$ cat config.mk
export PLATFORM = sky130hd
export DESIGN_NAME = count_display_flat
export DESIGN_NICKNAME = d
export VERILOG_FILES = /design/src/rtl/count_display_if.sv /design/src/rtl/count_display.sv /design/src/flat_wrapper.sv
export SDC_FILE = /design/constraint.sdc
export NUM_CORES = 1
export LEC_CHECK = 0
export ABC_AREA = 1
export BUFFER_PORTS_ARGS = -buffer_cell sky130_fd_sc_hd__buf_2
export CORE_MARGIN = 2
export CORE_UTILIZATION = 45
export DETAILED_ROUTE_END_ITERATION = 6
export GPL_TIMING_DRIVEN = 0
export PLACE_DENSITY = 0.76
export RECOVER_POWER = 25
export SLEW_MARGIN = 20
export SYNTH_ARGS = -nofsm -noshare
export SYNTH_HDL_FRONTEND = slang
export SYNTH_SLANG_ARGS = --single-unit
$ cat constraint.sdc
create_clock -name clk -period 1.8 [get_ports clk]
set_input_delay 0.09 -clock clk [delete_from_list [all_inputs] [get_ports clk]]
set_output_delay 0.09 -clock clk [all_outputs]
set_load 0.01 [all_outputs]
$ cat src/rtl/count_display_if.sv
// Bundles the count input and display/wrap outputs of count_display.
// The slave modport is the display block; the master modport is whoever drives count.
interface count_display_if;
    logic [3:0] count;
    logic [6:0] seg;
    logic [1:0] an;
    logic       wrap;
    logic [7:0] wrap_cnt;

    modport master (
        output count,
        input  seg,
        input  an,
        input  wrap,
        input  wrap_cnt
    );

    modport slave (
        input  count,
        output seg,
        output an,
        output wrap,
        output wrap_cnt
    );
endinterface

$ cat src/rtl/count_display.sv
// Two-digit multiplexed 7-segment driver for a 4-bit counter, with wrap detection and a saturating wrap count.
// Optional macro LEADING_ZERO_BLANK_EN blanks the tens digit when it is zero.
module count_display #(
    parameter int SCAN_DIV = 4
) (
    input  logic            clk,
    input  logic            rst,
    count_display_if.slave  bus
);

    typedef enum logic [1:0] {ONES, BLANK0, TENS, BLANK1} state_t;

    localparam logic [7:0] DIV_LAST = 8'(SCAN_DIV - 1);

    state_t     state;
    logic [3:0] cnt_q;
    logic [7:0] div;
    logic [6:0] seg_q;
    logic [1:0] an_q;
    logic       wrap_q;
    logic [7:0] wrap_cnt_q;
    logic       tens;
    logic [3:0] ones;
    logic [6:0] ones_seg;
    logic [6:0] tens_seg;
    logic       wrap_evt;

    function automatic logic [6:0] encode(input logic [3:0] d);
        case (d)
            4'd0:    encode = 7'h3F;
            4'd1:    encode = 7'h06;
            4'd2:    encode = 7'h5B;
            4'd3:    encode = 7'h4F;
            4'd4:    encode = 7'h66;
            4'd5:    encode = 7'h6D;
            4'd6:    encode = 7'h7D;
            4'd7:    encode = 7'h07;
            4'd8:    encode = 7'h7F;
            4'd9:    encode = 7'h6F;
            default: encode = 7'h00;
        endcase
    endfunction

    assign tens     = (cnt_q >= 4'd10);
    assign ones     = tens ? (cnt_q - 4'd10) : cnt_q;
    assign ones_seg = encode(ones);
`ifdef LEADING_ZERO_BLANK_EN
    assign tens_seg = tens ? 7'h06 : 7'h00;
`else
    assign tens_seg = encode({3'b000, tens});
`endif

    // A wrap is the previous sample at 15 followed by a 0 arriving now
    assign wrap_evt = (cnt_q == 4'd15) && (bus.count == 4'd0);

    always_ff @(posedge clk or negedge rst) begin
        if (!rst) begin
            cnt_q      <= 4'd0;
            wrap_q     <= 1'b0;
            wrap_cnt_q <= 8'd0;
        end else begin
            cnt_q  <= bus.count;
            wrap_q <= wrap_evt;
            if (wrap_evt && (wrap_cnt_q != 8'hFF))
                wrap_cnt_q <= wrap_cnt_q + 8'd1;
        end
    end

    // Scan FSM; seg/an are loaded on the state-change edge so a digit is frozen for its whole slot
    always_ff @(posedge clk or negedge rst) begin
        if (!rst) begin
            state <= BLANK1;
            div   <= 8'd0;
            seg_q <= 7'h00;
            an_q  <= 2'b00;
        end else begin
            case (state)
                ONES: begin
                    if (div == DIV_LAST) begin
                        state <= BLANK0;
                        div   <= 8'd0;
                        seg_q <= 7'h00;
                        an_q  <= 2'b00;
                    end else begin
                        div <= div + 8'd1;
                    end
                end
                BLANK0: begin
                    state <= TENS;
                    div   <= 8'd0;
                    seg_q <= tens_seg;
                    an_q  <= 2'b10;
                end
                TENS: begin
                    if (div == DIV_LAST) begin
                        state <= BLANK1;
                        div   <= 8'd0;
                        seg_q <= 7'h00;
                        an_q  <= 2'b00;
                    end else begin
                        div <= div + 8'd1;
                    end
                end
                default: begin
                    state <= ONES;
                    div   <= 8'd0;
                    seg_q <= ones_seg;
                    an_q  <= 2'b01;
                end
            endcase
        end
    end

    assign bus.seg      = seg_q;
    assign bus.an       = an_q;
    assign bus.wrap     = wrap_q;
    assign bus.wrap_cnt = wrap_cnt_q;

endmodule

$ cat src/flat_wrapper.sv
// flat-port wrapper written by rule: the top's interface ports become plain ports
module count_display_flat 
#(
    parameter int SCAN_DIV = 4
)
  (clk, rst, bus_count, bus_seg, bus_an, bus_wrap, bus_wrap_cnt);
  count_display_if bus_i ();
  input  logic clk;
  input  logic rst;
  input wire logic [$bits(bus_i.count)-1:0] bus_count;
  output wire logic [$bits(bus_i.seg)-1:0] bus_seg;
  output wire logic [$bits(bus_i.an)-1:0] bus_an;
  output wire logic [$bits(bus_i.wrap)-1:0] bus_wrap;
  output wire logic [$bits(bus_i.wrap_cnt)-1:0] bus_wrap_cnt;
  assign bus_i.count = bus_count;
  assign bus_seg = bus_i.seg;
  assign bus_an = bus_i.an;
  assign bus_wrap = bus_i.wrap;
  assign bus_wrap_cnt = bus_i.wrap_cnt;
  count_display #(.SCAN_DIV(SCAN_DIV)) u_core (.clk(clk), .rst(rst), .bus(bus_i));
endmodule
-- Yosys cells after proc, flatten, opt, wreduce, memory -nomap -nowiden
Memory sizes are Yosys's and may differ from the RTL's.
Cells that the tools add are included.
- bits in registers: 32
- bits in latches: 0
- RAM bits: 0
- bits in read-only memories: 112
- input bits: 6
- output and inout bits: 18
- word-level logic and storage cells: 38
- memories kept: 1
- memory list (memory ; words ; bits a word ; read ports ; clocked after Yosys merged registers in ; wr ports ; line ; source):
    (name not given) ; 16 ; 7 ; 1 ; 0 ; 0 ; count_display.sv:29 ; case (d)
- $add $sub $neg: 3
- multipliers: 0
- divide/modulo/power cells: 0
- magnitude comparators: 1
- equal/unequal tests: 8
- shift operators: 0
- muxes and demuxes: 11
- bitwise logic cells: 1
- reductions and logical operators: 6
- operator list (cell ; count):
    $pmux 7 s2 ; 2
    $add 8x1->8 const B ; 2
    $mux 8 ; 2
    $eq 8x2->1 const B ; 1
    $ne 8x8->1 const B ; 1
    $mux 7 ; 1
    $mux 2 ; 3
    $ne 2x1->1 const B ; 3
    $pmux 2 s3 ; 1
    $eq 4x4->1 const B ; 1
    $ge 4x4->1 const B ; 1
    $logic_not 4->1 ; 1
    $mux 4 ; 1
    $pmux 2 s2 ; 1
    $sub 4x4->4 const B ; 1
    $eq 2x1->1 const B ; 1
    $eq 2x2->1 const B ; 1
    $logic_and 1x1->1 ; 2
    $logic_not 2->1 ; 1
    $reduce_and 2->1 ; 1
    $reduce_or 2->1 ; 1
    $not 1->1 ; 1

-- Depth between registers and ports, before layout
- word-level depth: 4
- gate-level depth with buffers: 11
- mapped depth without buffers: 10

-- Worst setup path before layout
OpenSTA, ideal clock, no wires.
- kind: register to register
- start point: register u_core.state[0]
- end point: register u_core.seg_q[4] (netlist: u_core.bus.seg[4])
- setup time: 127 ps
- data arrival time: 1537 ps
- data required time: 1673 ps
- setup slack: 137 ps
- cell stages (with the launch flop): 9
- path buffers: 1
- clock period less this slack: 1663 ps
- cell sequence: dfstp_2 -> inv_1 -> ha_1 -> or2_2 -> inv_1 -> nor2_4 -> buf_4 -> nand2_1 -> nand3_1
- word-level cells in the longest chain between the ends: 3
- elaborated cells between the ends (all ways): 6
- classes of those cells: eq/ne: 3; mux: 1; reduce/logical: 2
- ends and longest elaborated chain (element ; line ; source):
    from (decl) ; count_display.sv:15 ; state_t state;
    from (signal assigned) ; count_display.sv:72 ; state <= BLANK1;
    from (signal assigned) ; count_display.sv:80 ; state <= BLANK0;
    from (signal assigned) ; count_display.sv:89 ; state <= TENS;
    $eq 2x2->1 / $logic_not 2->1 (equally long branches) ; count_display.sv:77 ; case (state)
    $reduce_or 2->1 (no line) ; n/a ;
    $pmux 7 s2 / $ne 2x1->1 (equally long branches) ; n/a ;
    to (signal assigned) ; count_display.sv:91 ; seg_q <= tens_seg;
    to (signal assigned) ; count_display.sv:107 ; seg_q <= ones_seg;
    to (decl) ; count_display.sv:18 ; logic [6:0] seg_q;
Several ways; a longest one is shown, not always the timed one.
A chain may end at the register's enable or synchronous reset.

-- Worst setup path after layout
- start point: register u_core.state[1]
- end point: register u_core.seg_q[6] (netlist: u_core.bus.seg[6])
The elaborated chain is that of the path after synthesis.

==> flow_summary.yaml <==
place:
  pre_cts_slack_ns: -0.0190
  dpl.hpwl_um: 2400
  io_buffers: 23
  gp_congestion: 0.771
floorplan:
  die-area_mm2: 0.00457
  ios: 24
  start_util: 0.461
  die_y_um: 67.6
  die_width_um: 67.6
  core_mm2: 0.00394
  rows: 23
critical_path:
  reg2reg_to: "u_core.bus.seg[6]$_DFFE_PN0P_"
  path_class: "reg2reg"
  r2r_slack_ns: 0.12
  crit_fanout: 6
  cp-end-kind: "register"
  rr_worst_depth: 8
  startpoint_type: "register"
  r2r_start: "u_core.state[1]$_DFFE_PN1P_"
  required_ns: 2.02
  critical_path_arrival_ns: 1.90
synth:
  ys_types: 30
  synthTopCellsByArea: "dfrtp_1, nand2_1, ha_1"
  synth_edf_count: 0
  ys.flop_type: "dfrtp_1"
  yosys_warnings: 0
  async_flop_share: 1.00
  yosysSeqAreaShare: 0.442
  avgSynthCellArea_um2: 8.19
  synth_top_area_share: 0.413
  ys_ff_latch: 32
  syn_area_mm2: 0.00182
  syn_inst: 222
  syn-num-nets: 239
  yosysTopAreaCell: "dfrtp_1"
sta:
  skew_ns: 0.00526
  period_needed_ns: 1.68
  fmaxAchievable_mhz: 596
  max_slew.worst_pin.slew_ns: 0.779
  setup_slack_ns: 0.122
  fin_crit_sh: 0.932
  hold_violations: 0
  setup_tns_ns: 0
  slew_viol_final: 0
  slew_headroom: 0.481
  setup_viol: 0
min_path:
  min_path_type: "in2async"
power_and_ir_drop:
  p_per_area_mw_per_mm2: 675
  power_w: 0.00145
  ir_drop_mv: 0.451
  p_leak_nw: 1.14
drt:
  drc: 0
  vias: 1447
  firstDrtPassIters: 4
  detail_route.wl_per_cell_um: 10.8
  drtIter0Drc: 62
  drt_wl_total_um: 3360
  post_drt_via_cell_ratio: 4.65
  ant_nets: 0
clocking:
  cts_max_level: 2
  clk_pin_slew_worst_paths_ns: 0.07
  cts_made_buffers: 5
  tritoncts: "done"
  root_buffer: "clkbuf_8"
  clk-insertion-delay-late_ns: 0.29
  cts.sink_count: 32
  cts_buffer_depth: 2
global_routing:
  antenna_found_initial: 0
  grt_pass1_wl_um: 5430
  grt_pass1_vias: 1273
  overflow: 0
  grt_max_degree: 33
  grt_use_total: 0.160
cells_and_area:
  area_growth_pct: 18.2
  layout_common_cells: "nand2_1, dfrtp_1, nor2_1"
  drive_above_1_share: 0.188
  final_net_count: 277
  final_common_cell: "nand2_1"
  n_antenna_cell: 0
flow_run:
  cap_viol_max_count: 0
run_status:
  status: "finished clean"
==> cell usage after synthesis (2+ instances only) <==
master,count
a21oi_1,4
buf_4,2
dfrtp_1,30
dfstp_2,2
ha_1,11
inv_1,18
inv_2,4
nand2_1,73
nand2_2,2
nand2_4,3
nand3_1,17
nor2_1,20
nor2_2,5
nor2_4,2
nor3_1,2
o21ai_0,2
o21ai_1,5
o21ai_4,2
or2_2,2
xnor2_1,5
xor2_1,2
==> state kept, by name, indices dropped and copies added, names as in the netlist <==
register             flops
u_core.bus.wrap_cnt      8
u_core.div               8
u_core.bus.seg           7
u_core.cnt_q             4
u_core.bus.an            2
u_core.state             2
u_core.bus.wrap          1
==> worst max path at each step <==
stage                                            from                            end  slack [ns]  cells past startpoint
after floorplan           u_core.state[0]$_DFFE_PN1P_  u_core.bus.seg[4]$_DFFE_PN0P_        0.14                      8
after global placement    u_core.state[0]$_DFFE_PN1P_  u_core.bus.seg[4]$_DFFE_PN0P_        0.05                      8
after detailed placement  u_core.state[0]$_DFFE_PN1P_  u_core.bus.seg[6]$_DFFE_PN0P_       -0.02                      8
after CTS                 u_core.state[1]$_DFFE_PN1P_  u_core.bus.seg[4]$_DFFE_PN0P_        0.01                      8
after global routing        u_core.cnt_q[3]$_DFF_PN0_  u_core.bus.seg[1]$_DFFE_PN0P_      -0.006                      8
final                     u_core.state[1]$_DFFE_PN1P_  u_core.bus.seg[6]$_DFFE_PN0P_        0.12                      8
==> worst max-delay path, cell delays in order, from the launching register on <==
cell     delay, ns
dfstp_2       0.56
inv_1         0.07
ha_1          0.19
or2_4         0.27
o21ai_4       0.10
nand2_4       0.10
nor2_4        0.17
nand2_1       0.08
nand2_1       0.07
==> layer usage <==
| metal | vias to the layer above | global-route usage | routed length [µm] |
|---|---|---|---|
| li1 | 769 | - | - |
| met1 | 644 | 0.213 | 1660 |
| met2 | 27 | 0.250 | 1500 |
| met3 | 7 | 0.0400 | 156 |
| met4 | 0 | 0.0612 | 48 |
| met5 | - | 0 | 0 |
==> kinds of logic after synthesis <==
family,synth area share
and+or+nand+nor,0.330
DFF,0.442
AOI/OAI and AO/OA,0.0605
adders and majority gates,0.0757
buffers and inverters,0.0584
xor gates and xnor gates,0.0337
==> metrics by stage <==
stage | instance area (µm²) | utilization | instances | hold WS [ns]
floorplan | 1820 | - | 222 | -0.206
global placement | 2000 | 0.507 | 295 | 0.175
detailed placement | 2000 | 0.507 | 295 | 0.185
CTS | 2150 | 0.545 | 309 | 0.413
global route | 2150 | 0.545 | 311 | 0.489
finish | 2150 | 0.545 | 311 | 0.407
==> timing repair <==
item / in CTS / in global routing
setup endpoints to repair: 3 / 13
gates resized for setup: 0 / 4
endpoints found under the hold margin: 34 / 0
pin swaps: 1 / 2
hold buffers: 5 / 0
gates cloned: 0 / 0
buffers inserted: 1 / 2
==> report_power, final <==
group	leakage [nW]	internal, W	switching (W)
clock	0.0510	0.000305	0.000264
combinational	0.656	0.0000542	0.0000854
sequential	0.431	0.000731	0.0000107
==> area by class of cell <==
cell class                 count  area [µm²]
clock inverter                 2        10.0
inverter                      23        86.3
timing repair buffer          31         169
fill                         359        1790
sequential                    32         805
multi-input combinational    164         915
clock buffer                   6        82.6
tap                           50        62.6
buffer                         3        20.0
Note: power is estimated with default switching activity, not from simulation.
